[src/rtl/serial_rx_pkg.sv]
`default_nettype none
// ============================================================================
// Module      : serial_rx_pkg
// Description : Shared types and helpers for the serial_rx receiver.
//               Provides the FSM state encoding, an even-parity helper and
//               the default parameter values.
//               Optional feature macro: SERIAL_RX_PARITY_EN (adds S_PAR).
// Revision    : 1.0 - initial release
// ============================================================================
package serial_rx_pkg;

  localparam int c_clks_per_bit_def = 16;
  localparam int c_dw_def           = 8;

  typedef enum logic [2:0] {
    S_IDLE    = 3'd0,
    S_START   = 3'd1,
    S_DATA    = 3'd2,
`ifdef SERIAL_RX_PARITY_EN
    S_PAR     = 3'd3,
`endif
    S_STOP    = 3'd4,
    S_WAIT_HI = 3'd5
  } state_t;

  // Bit that makes the total count of ones in {d, bit} even.
  function automatic logic even_parity(input logic [15:0] d);
    return ^d;
  endfunction

endpackage
`default_nettype wire

[src/rtl/serial_rx_sync.sv]
`default_nettype none
// ============================================================================
// Module      : serial_rx_sync
// Description : Two-flop synchroniser for the asynchronous serial line.
//               Both flops reset to 1 (line idle level).
// Ports       : ck   - clock, rising edge
//               nrst - synchronous active-low reset
//               i_d  - asynchronous input
//               o_q  - synchronised output
// Revision    : 1.0 - initial release
// ============================================================================
module serial_rx_sync (
  input  logic ck,
  input  logic nrst,
  input  logic i_d,
  output logic o_q
);

  logic r_meta;
  logic r_sync;

  always_ff @(posedge ck) begin
    if (!nrst) begin
      r_meta <= 1'b1;
      r_sync <= 1'b1;
    end else begin
      r_meta <= i_d;
      r_sync <= r_meta;
    end
  end

  assign o_q = r_sync;

endmodule
`default_nettype wire

[src/rtl/serial_rx.sv]
`default_nettype none
// ============================================================================
// Module      : serial_rx
// Description : Asynchronous serial-line receiver (idle high, start low,
//               LSB-first data, optional even parity, stop high) with a
//               valid/ready output buffer.
//               Optional feature macro: SERIAL_RX_PARITY_EN
//                 defined   -> one even-parity bit before stop, perr active
//                 undefined -> start + DW data + stop, perr tied 0
// Ports       : ck   - clock, rising edge
//               nrst - synchronous active-low reset
//               i    - serial line (asynchronous, idle high)
//               q    - received word, stable while vld high
//               vld  - q holds an unconsumed word
//               rdy  - consumer accepts q when vld && rdy
//               ferr - one-cycle pulse: stop bit sampled low
//               ovr  - one-cycle pulse: good frame dropped, buffer full
//               perr - one-cycle pulse: parity mismatch
// Revision    : 1.0 - initial release
// ============================================================================
module serial_rx
  import serial_rx_pkg::*;
#(
  parameter int CLKS_PER_BIT = c_clks_per_bit_def,
  parameter int DW           = c_dw_def
) (
  input  logic          ck,
  input  logic          nrst,
  input  logic          i,
  output logic [DW-1:0] q,
  output logic          vld,
  input  logic          rdy,
  output logic          ferr,
  output logic          ovr,
  output logic          perr
);

  localparam int          c_cw   = $clog2(CLKS_PER_BIT);
  localparam int          c_bw   = $clog2(DW + 1);
  localparam logic [c_cw-1:0] c_half = c_cw'(CLKS_PER_BIT / 2 - 1);
  localparam logic [c_cw-1:0] c_full = c_cw'(CLKS_PER_BIT - 1);
  localparam logic [c_bw-1:0] c_last = c_bw'(DW - 1);

  logic            w_si;
  logic            r_si_prev;
  state_t          r_state;
  logic [c_cw-1:0] r_cnt;
  logic [c_bw-1:0] r_bit;
  logic [DW-1:0]   r_shift;
  // Frame outcome, registered at the stop sample and applied to the
  // output buffer one cycle later.
  logic            r_good;
  logic            r_bad;
`ifdef SERIAL_RX_PARITY_EN
  logic            r_par_bad;
  logic            r_perr_pend;
`endif

  serial_rx_sync u_sync (
    .ck   (ck),
    .nrst (nrst),
    .i_d  (i),
    .o_q  (w_si)
  );

  always_ff @(posedge ck) begin
    if (!nrst) begin
      r_si_prev   <= 1'b1;
      r_state     <= S_IDLE;
      r_cnt       <= '0;
      r_bit       <= '0;
      r_shift     <= '0;
      r_good      <= 1'b0;
      r_bad       <= 1'b0;
      q           <= '0;
      vld         <= 1'b0;
      ferr        <= 1'b0;
      ovr         <= 1'b0;
`ifdef SERIAL_RX_PARITY_EN
      r_par_bad   <= 1'b0;
      r_perr_pend <= 1'b0;
      perr        <= 1'b0;
`endif
    end else begin
      r_si_prev <= w_si;
      r_good    <= 1'b0;
      r_bad     <= 1'b0;
      ovr       <= 1'b0;
      ferr      <= r_bad;
`ifdef SERIAL_RX_PARITY_EN
      r_perr_pend <= 1'b0;
      perr        <= r_perr_pend;
`endif

      // Output buffer: a new word may replace one being consumed this cycle.
      if (r_good && (!vld || rdy)) begin
        q   <= r_shift;
        vld <= 1'b1;
      end else begin
        if (r_good) ovr <= 1'b1;
        if (vld && rdy) vld <= 1'b0;
      end

      case (r_state)
        S_IDLE: begin
          if (r_si_prev && !w_si) begin
            r_state <= S_START;
            r_cnt   <= '0;
            r_bit   <= '0;
          end
        end

        S_START: begin
          if (r_cnt == c_half) begin
            r_cnt   <= '0;
            // Line back high at mid start bit: treat as a glitch.
            r_state <= w_si ? S_IDLE : S_DATA;
          end else begin
            r_cnt <= r_cnt + c_cw'(1);
          end
        end

        S_DATA: begin
          if (r_cnt == c_full) begin
            r_cnt   <= '0;
            r_shift <= {w_si, r_shift[DW-1:1]};
            r_bit   <= r_bit + c_bw'(1);
            if (r_bit == c_last) begin
`ifdef SERIAL_RX_PARITY_EN
              r_state <= S_PAR;
`else
              r_state <= S_STOP;
`endif
            end
          end else begin
            r_cnt <= r_cnt + c_cw'(1);
          end
        end

`ifdef SERIAL_RX_PARITY_EN
        S_PAR: begin
          if (r_cnt == c_full) begin
            r_cnt     <= '0;
            r_par_bad <= even_parity(16'(r_shift)) ^ w_si;
            r_state   <= S_STOP;
          end else begin
            r_cnt <= r_cnt + c_cw'(1);
          end
        end
`endif

        S_STOP: begin
          if (r_cnt == c_full) begin
            r_cnt <= '0;
            if (w_si) begin
              r_state <= S_IDLE;
`ifdef SERIAL_RX_PARITY_EN
              if (r_par_bad) r_perr_pend <= 1'b1;
              else           r_good      <= 1'b1;
`else
              r_good <= 1'b1;
`endif
            end else begin
              r_bad   <= 1'b1;
              r_state <= S_WAIT_HI;
            end
          end else begin
            r_cnt <= r_cnt + c_cw'(1);
          end
        end

        S_WAIT_HI: begin
          // Absorb a break: wait for the line to return to idle.
          if (w_si) r_state <= S_IDLE;
        end

        default: r_state <= S_IDLE;
      endcase
    end
  end

`ifndef SERIAL_RX_PARITY_EN
  assign perr = 1'b0;
`endif

endmodule
`default_nettype wire

[config.mk]
export PLATFORM = sky130hd
export DESIGN_NAME = serial_rx
export DESIGN_NICKNAME = d
export VERILOG_FILES = /design/src/rtl/serial_rx_pkg.sv /design/src/rtl/serial_rx_sync.sv /design/src/rtl/serial_rx.sv
export SDC_FILE = /design/constraint.sdc
export NUM_CORES = 1
export LEC_CHECK = 0
export ABC_AREA = 1
export BUFFER_PORTS_ARGS = -buffer_cell sky130_fd_sc_hd__buf_2
export CORE_ASPECT_RATIO = 1.75
export CORE_MARGIN = 1
export CORE_UTILIZATION = 25
export DETAILED_ROUTE_END_ITERATION = 7
export GPL_TIMING_DRIVEN = 1
export MAX_ROUTING_LAYER = met4
export PLACE_DENSITY_LB_ADDON = 0.3
export SYNTH_ARGS = -nofsm -noshare
export SYNTH_HDL_FRONTEND = slang
export SYNTH_HIERARCHICAL = 1
export SYNTH_SLANG_ARGS = --single-unit
[constraint.sdc]
create_clock -name ck -period 4.3 [get_ports ck]
set_clock_uncertainty 0.2 [all_clocks]
set_input_delay 0 -clock ck [delete_from_list [all_inputs] [get_ports ck]]
set_output_delay 0 -clock ck [all_outputs]
set_load 0.01 [all_outputs]
==> results of run 1 <==
[layout by cell type (no fill, tap or decap)]
master / synthesis / routed
nor2_4: 2 / 2
dlygate4sd3_1: 0 / 4
clkbuf_8: 0 / 5
nand4_1: 4 / 4
nor2_2: 4 / 4
nand3_2: 2 / 2
nand2_1: 30 / 30
inv_2: 3 / 3
nor3_1: 3 / 3
o21bai_1: 1 / 1
nand3_1: 14 / 14
ha_1: 2 / 2
buf_4: 1 / 1
o21ai_0: 21 / 21
a21oi_1: 6 / 6
nand2_4: 1 / 1
bufinv_16: 0 / 1
nor2_1: 61 / 61
xor2_1: 1 / 1
clkbuf_1: 2 / 1
nand2_2: 2 / 2
conb_1: 1 / 1
nand3_4: 1 / 1
inv_1: 19 / 19
dfxtp_1: 35 / 35
buf_2: 0 / 14
[sequential cells by signal, summed over array words and instances (netlist names)]
signal	flops
q	8
r_shift	8
r_bit	4
r_cnt	4
r_state	3
ferr	1
ovr	1
r_bad	1
r_good	1
r_si_prev	1
u_sync/o_q	1
u_sync/r_meta	1
vld	1
[how the worst max path moves through the flow]
stage	from	end	slack (ns)	depth (start not counted)
6_report	r_state[1]	r_state[1]	2.62	7
5_1_grt	r_cnt[0]	r_state[1]	2.40	9
4_1_cts	r_state[1]	r_state[1]	2.61	7
3_5_place_dp	r_cnt[0]	r_state[1]	2.62	8
3_3_place_gp	r_state[1]	r_state[1]	2.63	7
2_1_floorplan	r_cnt[0]	r_state[2]	2.76	8
[cell families after synthesis]
group                    after synthesis  share of synthesized area, %
AO/OA/AOI/OAI                         28                          9.20
XOR/XNOR                               1                         0.565
adder cells (fa/ha/maj)                2                          1.61
buffers and inverters                 26                          7.02
flip-flops                            35                          45.2
other                                  1                         0.242
AND/OR/NAND/NOR                      124                          36.2
[layout make-up]
| type | instances | area [µm²] | share of cell area, % |
|---|---|---|---|
| Sequential cell | 35 | 701 | 38.0 |
| Tap cell | 78 | 97.6 | 5.30 |
| Timing Repair Buffer | 19 | 118 | 6.39 |
| Multi-Input combinational cell | 156 | 741 | 40.2 |
| Clock buffer | 6 | 72.6 | 3.94 |
| Clock inverter | 1 | 30.0 | 1.63 |
| Inverter | 22 | 82.6 | 4.48 |
[through the flow]
| stage | total power [mW] | worst slack, ns |
|---|---|---|
| 3_5_place_dp | 0.616 | 2.62 |
| 5_1_grt | 0.958 | 2.40 |
| 3_3_place_gp | 0.617 | 2.63 |
| 2_1_floorplan | 0.570 | 2.76 |
| 4_1_cts | 0.902 | 2.61 |
| 6_report | 0.892 | 2.62 |
[Yosys cell counts]
cell	n	area, µm²
nand2_4	1	11.3
o21ai_0	21	105
dfxtp_1	35	701
inv_2	3	11.3
o21bai_1	1	7.51
clkbuf_1	2	7.51
nand3_1	14	70.1
buf_6	1	11.3
buf_4	1	7.51
nand2_2	2	12.5
nand4_1	4	25.0
a21oi_1	6	30.0
nand3_4	1	17.5
conb_1	1	3.75
nor3_1	3	15.0
inv_1	19	71.3
nand2_1	30	113
nor2_4	2	22.5
nor2_2	4	25.0
nor2_1	61	229
xor2_1	1	8.76
ha_1	2	25.0
nand3_2	2	20.0
[layer usage]
layer	vias up	global-route usage [%]	part of all wire, %
li1	730	-	-
met1	607	13.0	39
met2	16	21.4	55
met3	10	2.31	2.0
met4	0	6.67	3.7
met5	-	-	0
[worst min-delay path, cell delays in order, from the launching register on]
cell and delay [ns]:
dfxtp_1 0.31, inv_1 0.03, nand2_1 0.04
[power breakdown]
part	switching, mW	internal (mW)
clock	0.113	0.170
combinational	0.151	0.0798
sequential	0.0321	0.346
==> run summary, run 1 <==
In this design, the stage delay of the slowest critical-path cell is 0.56 ns. Power per cell area: 484 nW/µm². The routed design could run at a clock period as short as 1.68 ns.

The clock-pin slew reported for the worst setup and hold paths after clock tree synthesis is 0.07 ns, and the number of H-tree branching levels is 2. The number of antenna repair diodes was 0; the distinct cell type count of the synthesized netlist was 23. The wire length of the first global-routing pass was 5970 µm; the total of fill cells in the finished design was 695. The worst register-to-register path ends at r_state[1]. TritonCTS built the clock tree. The flow ran to the end, and the final reports show no timing, DRC or antenna violations. Walking the worst path, the cells encountered are nor2_2 > nand3_1 > nand2_1 > nor2_1 > nand3_1 > nand2_1 > nor2_1. After technology mapping, the gate count stands at 217. Before antenna repair, the detailed router went through 4 iterations.

For the worst-skew pair, the clock arrives at the later sink with an insertion delay of 0.28 ns. After routing the design area is 1840 µm². In this run, post-CTS repair resized a total of 0 instances. Hold timing on the final database bottoms out at a slack of 0.201 ns. The run gives 12 as the number of design-rule violations left by the first detailed-router iteration. On the critical path, the stage with the largest delay is an instance of dfxtp_1. The worst hold path belongs to the class reg -> reg. Max-slew violation count: 0. The number of placed cells counting well taps was 306; the DRC violation count after routing was 0. During synthesis, Yosys emitted a total of 6 warnings.

The detail route stage leaves a number of antenna-violating nets equal to 0. The post-synthesis instance area is 1550 µm², and the hold-fix buffer count after cts is 4. Final routed wire length divided by cell count: 10.3 µm.

Remaining global-route overflow: 0. The count of cells along the worst hold path was 2; the die footprint was 6530 µm². Type of the worst setup path: reg -> reg. For the total track usage, the log shows 12.6%. The number of cells in the finished layout apart from fillers is 317.

In this run the post-CTS setup repair buffer count came out at 0. The clock passes through at most 2 buffers. Setup repair after global routing left no endpoint under its margin. The post-layout utilization of the core came out at 31.1%. For the arrival time at the worst endpoint, the log shows 1.66 ns. In the final design database the tool counted 245 nets. IR analysis of the VDD net gives a maximum drop of 246 µV.

The final route contains 1363 vias. Max-cap violations in this run came to 0. The reg-to-reg setup timing slack was 2.62 ns; the achievable frequency was 596 MHz. Summing all placed instances gives a cell area of 1700 µm². During placement, the flow inserted port buffers numbering 14. The startpoint identified for the worst hold timing path is u_sync/r_meta. Synthesis inferred 35 register bits. In the routed layout, each cell is associated on average with a via count of 4.30. The final hold violation count was 0; the count of endpoints failing setup in the final report was 0.

The number of global-route vias before repair is 1300, and the effective utilization at floorplan is 26.2%. The tools report the number of antenna violations at the first check in global routing as 0. The worst register-to-register path has a depth of 7. The floorplan step set the die width to 61.5 µm. The final critical path takes up 39.0% of the cycle. For the final routed database, the setup TNS stands at 0 ns. The run gives 223 as the post-synthesis net count.

Clock tree synthesis selected as its root buffer the cell clkbuf_8. Together, buffers and inverters on the worst path number 0. Entering global routing, the biggest net connects 28 pins. STA classifies the critical path startpoint as a flip-flop. Relative to the synthesized area, the layout overhead comes to 18.8%. Buffers inserted during clock tree synthesis total 5. The core box area was 5930 µm².

Of all nets on the critical path, the largest fanout is 8. Row generation in the floorplan step produced 37 rows. The cell type group with the largest total delay on the critical path is simple AND/OR/NAND/NOR gates. The die is 106 µm tall. For this design, the sink count on the clock tree is 35. Data required time of the critical path: 4.28 ns. Worst reg2reg path startpoint: r_state[1]. The worst setup path is captured at a flip-flop. The HPWL after detailed placement is 2510 µm. The worst hold path terminates at u_sync/o_q. Dividing the synthesized area by the synthesized cell count gives 7.14 µm². After detailed routing, the total wire length is 3280 µm.

For this design the static power due to leakage is 0.889 nW. In the final layout, the share of cells above drive strength 1 is 15.1%. Of the synthesized area, sequential elements account for 45.2%. The congestion estimate from routability-driven global placement came to 0.842.

For this design the top-level I/O count stands at 16.
Power figures use the tool's default switching activity.
==> inputs of run 2 (changes only) <==
==> constraint.sdc (replaced) <==
create_clock -name ck -period 1.7 [get_ports ck]
set_clock_uncertainty 0.2 [all_clocks]
set_input_delay 0 -clock ck [delete_from_list [all_inputs] [get_ports ck]]
set_output_delay 0 -clock ck [all_outputs]
set_load 0.01 [all_outputs]
==> run 2 against run 1 <==
  * Flip-flop and latch count stayed put
  * Global-route usage is 0.27 points higher
  * Setup slack worse by 2.6 ns
  * Clock power is 110% higher
  * Critical endpoint is now u_sync/r_meta
  * Power is 150% higher
  * Combinational power grew to 2.9 times the previous value
  * First-iteration DRC count is 75% higher
  * Critical path depth is 2 lower
  * Critical path type is now in -> reg
==> run summary, run 2 (same netlist as run 1, synthesis figures left out) <==
Wire length after detailed routing: 3470 µm (+5.9%). The critical path is of the in -> reg type. The die footprint is 6530 µm² (unchanged).

The worst setup path is launched from an input pin. The run gives 16 (unchanged) as the boundary pin count. Maximum ir drop on the vdd rail: 655 µV (+170%). Count of vias placed by the detailed router: 1369 (+0.44%). Layout cell share with drive strength beyond 1: 19.3% (+4.2 points). The run gives 31.7% (+0.63 points) as the post-layout utilization of the core. The run finished with clean final reports. Pre-CTS worst setup slack: 0.00349 ns (-2.62 ns).

The count of endpoints failing setup in the final report was 0 (unchanged). The classification of the worst-slack hold path was reg -> reg. Endpoint of the lowest-slack register-to-register path: r_state[0]. The beginning of the worst hold path was r_bad. TritonCTS built the clock tree. The tools report the number of global-route vias before repair as 1364 (+4.9%). The die extent in x is 61.5 µm (unchanged), and the final hold violation count is 0 (unchanged). Remaining global-route overflow: 0 (unchanged). The count of maximum capacitance violations was 0 (unchanged); the static leakage was 0.900 nW (+1.2%).

The later-pin clock latency in the skew report is 0.29 ns (about the same). The maximum fanout along the worst path was 15 (+7); the path depth of the worst reg2reg path was 8 (+1). The cell type of the slowest stage on the worst timing path was dlygate4sd3_1. The worst setup margin is 0.0643 ns (-2.56 ns), and the layout net count is 249 (+1.6%).

The arrival time at the worst endpoint is 1.61 ns (-0.05 ns), and the total track usage is 12.8% (+0.27 points). The reg-to-reg setup timing slack is 0.15 ns (-2.47 ns). The wire length of the first global-routing pass came out at 6150 µm (+3.0%).

The number of placed cells counting well taps is 310 (+1.3%), and the data required time of the critical path is 1.68 ns (-2.60 ns). Count of cells along the worst hold path: 2 (unchanged). The critical path goes through dlygate4sd3_1 > buf_2 > buf_4 > nand2_1 > dlygate4sd3_1. Counting I/O delays and the setup requirement, the final critical path takes 1.64 ns. The number of sinks on the clock net is 35 (unchanged). For hold timing, the worst endpoint is ferr.

The max-slew violation count was 0 (unchanged); the portion of the clock cycle consumed by the worst path in the final layout was 96.2%. The number of H-tree branching levels is 2 (unchanged), and the power per cell area is 1170 nW/µm² (+140%). The number of cells in the finished layout apart from fillers is 322 (+1.6%), and the maximum count of clock buffers along a single path is 2 (unchanged). The final routed wire length divided by cell count came out at 10.8 µm (+4.3%). The number of optimization iterations in the first detailed-route pass was 3 (-1). The largest registers in the layout are q: 8 flops, r_shift: 8 flops.

The clock-pin slew reported for the worst setup and hold paths after clock tree synthesis is 0.07 ns (about the same). The vertical die dimension was 106 µm (unchanged); the row count was 37 (unchanged). The endpoint kind of the worst setup timing path was a flip-flop. The number of design-rule violations left by the first detailed-router iteration is 21 (+9), and the largest net degree at the start of global routing is 16 (-43%). The critical path's largest stage delay works out to 0.55 ns (about the same).

The routed via count divided by cell count is 4.25 (-1.1%), and the number of buffers inserted during clock tree synthesis is 5 (unchanged). The tools report the number of antenna repair diodes as 0 (unchanged). The DRC violation count after routing is 0 (unchanged). Number of antenna violations at the first check in global routing: 0 (unchanged). The most frequent cell on the critical path was dlygate4sd3_1. The tools report the achievable frequency as 611 MHz.

In the layout the commonest cells are 58 x nor2_1, 33 x dfxtp_1, 30 x nand2_1. The weighted congestion reported at the end of routability-driven placement is 0.791 (-6.1%). For the HPWL after detailed placement, the log shows 2640 µm (+5.5%). The buffers inserted during post-CTS setup optimization was 0 (unchanged). In this run the clock root is driven by a clkbuf_8. The tools report the effective utilization at floorplan as 26.2% (unchanged). The tools report the final antenna-violating net count as 0 (unchanged).

Relative to the synthesized area, the layout overhead comes to 21.2%. The number of port buffers works out to 14 (unchanged). The core box area is 5930 µm² (unchanged), and the final total power is 2.20 mW (+150%). Leaving out fill and tap cells, the most frequent cell in the layout is nor2_1. Worst reg2reg path startpoint: r_cnt[1].
[run 2: layout make-up]
class                      count  area [µm²]
inverter                      22        82.6
clock buffer                   6        72.6
timing repair buffer          23         148
sequential                    35         703
fill                         681        4050
tap                           78        97.6
clock inverter                 2        12.5
multi-input combinational    156         763
[run 2: through the flow]
| stage | setup TNS [ns] | cell area (µm²) | hold slack [ns] |
|---|---|---|---|
| final | 0 | 1880 | 0.213 |
| after detailed placement | 0 | 1730 | -0.0243 |
| after floorplan | 0 | 1550 | -0.131 |
| after global routing | -0.000838 | 1880 | 0.243 |
| after CTS | 0 | 1860 | 0.217 |
| after global placement | 0 | 1730 | -0.0279 |
[run 2: how the worst max path moves through the flow]
stage	start	to	slack (ns)
2_1_floorplan	r_cnt[0]	r_state[2]	0.16
3_3_place_gp	vld	q[2]	0.05
3_5_place_dp	vld	q[7]	0.003
4_1_cts	r_cnt[0]	r_state[0]	0.07
5_1_grt	r_cnt[0]	r_state[1]	-0.0008
6_report	nrst	u_sync/r_meta	0.06
[run 2: power by group]
part / switching (mW) / leakage, nW / total [mW] / internal [mW]
Clock: 0.299 / 0.0412 / 0.586 / 0.286
Combinational: 0.425 / 0.574 / 0.673 / 0.248
Sequential: 0.0622 / 0.284 / 0.940 / 0.878
[run 2: per-layer routing]
| metal | global-route usage (%) | up-vias | wire [µm] |
|---|---|---|---|
| met1 | 13.0 | 611 | 1340 |
| met2 | 23.0 | 12 | 2010 |
| met5 | - | - | 0 |
| met3 | 2.55 | 6 | 59 |
| met4 | 4.76 | 0 | 62 |
| li1 | - | 740 | - |
[run 2: timing repair]
action,in CTS,in global routing
resized for setup,1,7
endpoints found under the setup margin,1,14
cloned,0,0
endpoints found under the hold margin,16,0
hold buffers,4,0
[run 2: worst max-delay path, delay by kind of cell]
family / cells / cell delay, ns
and+or+nand+nor: 1 / 0.07
buffers and inverters: 4 / 1.55
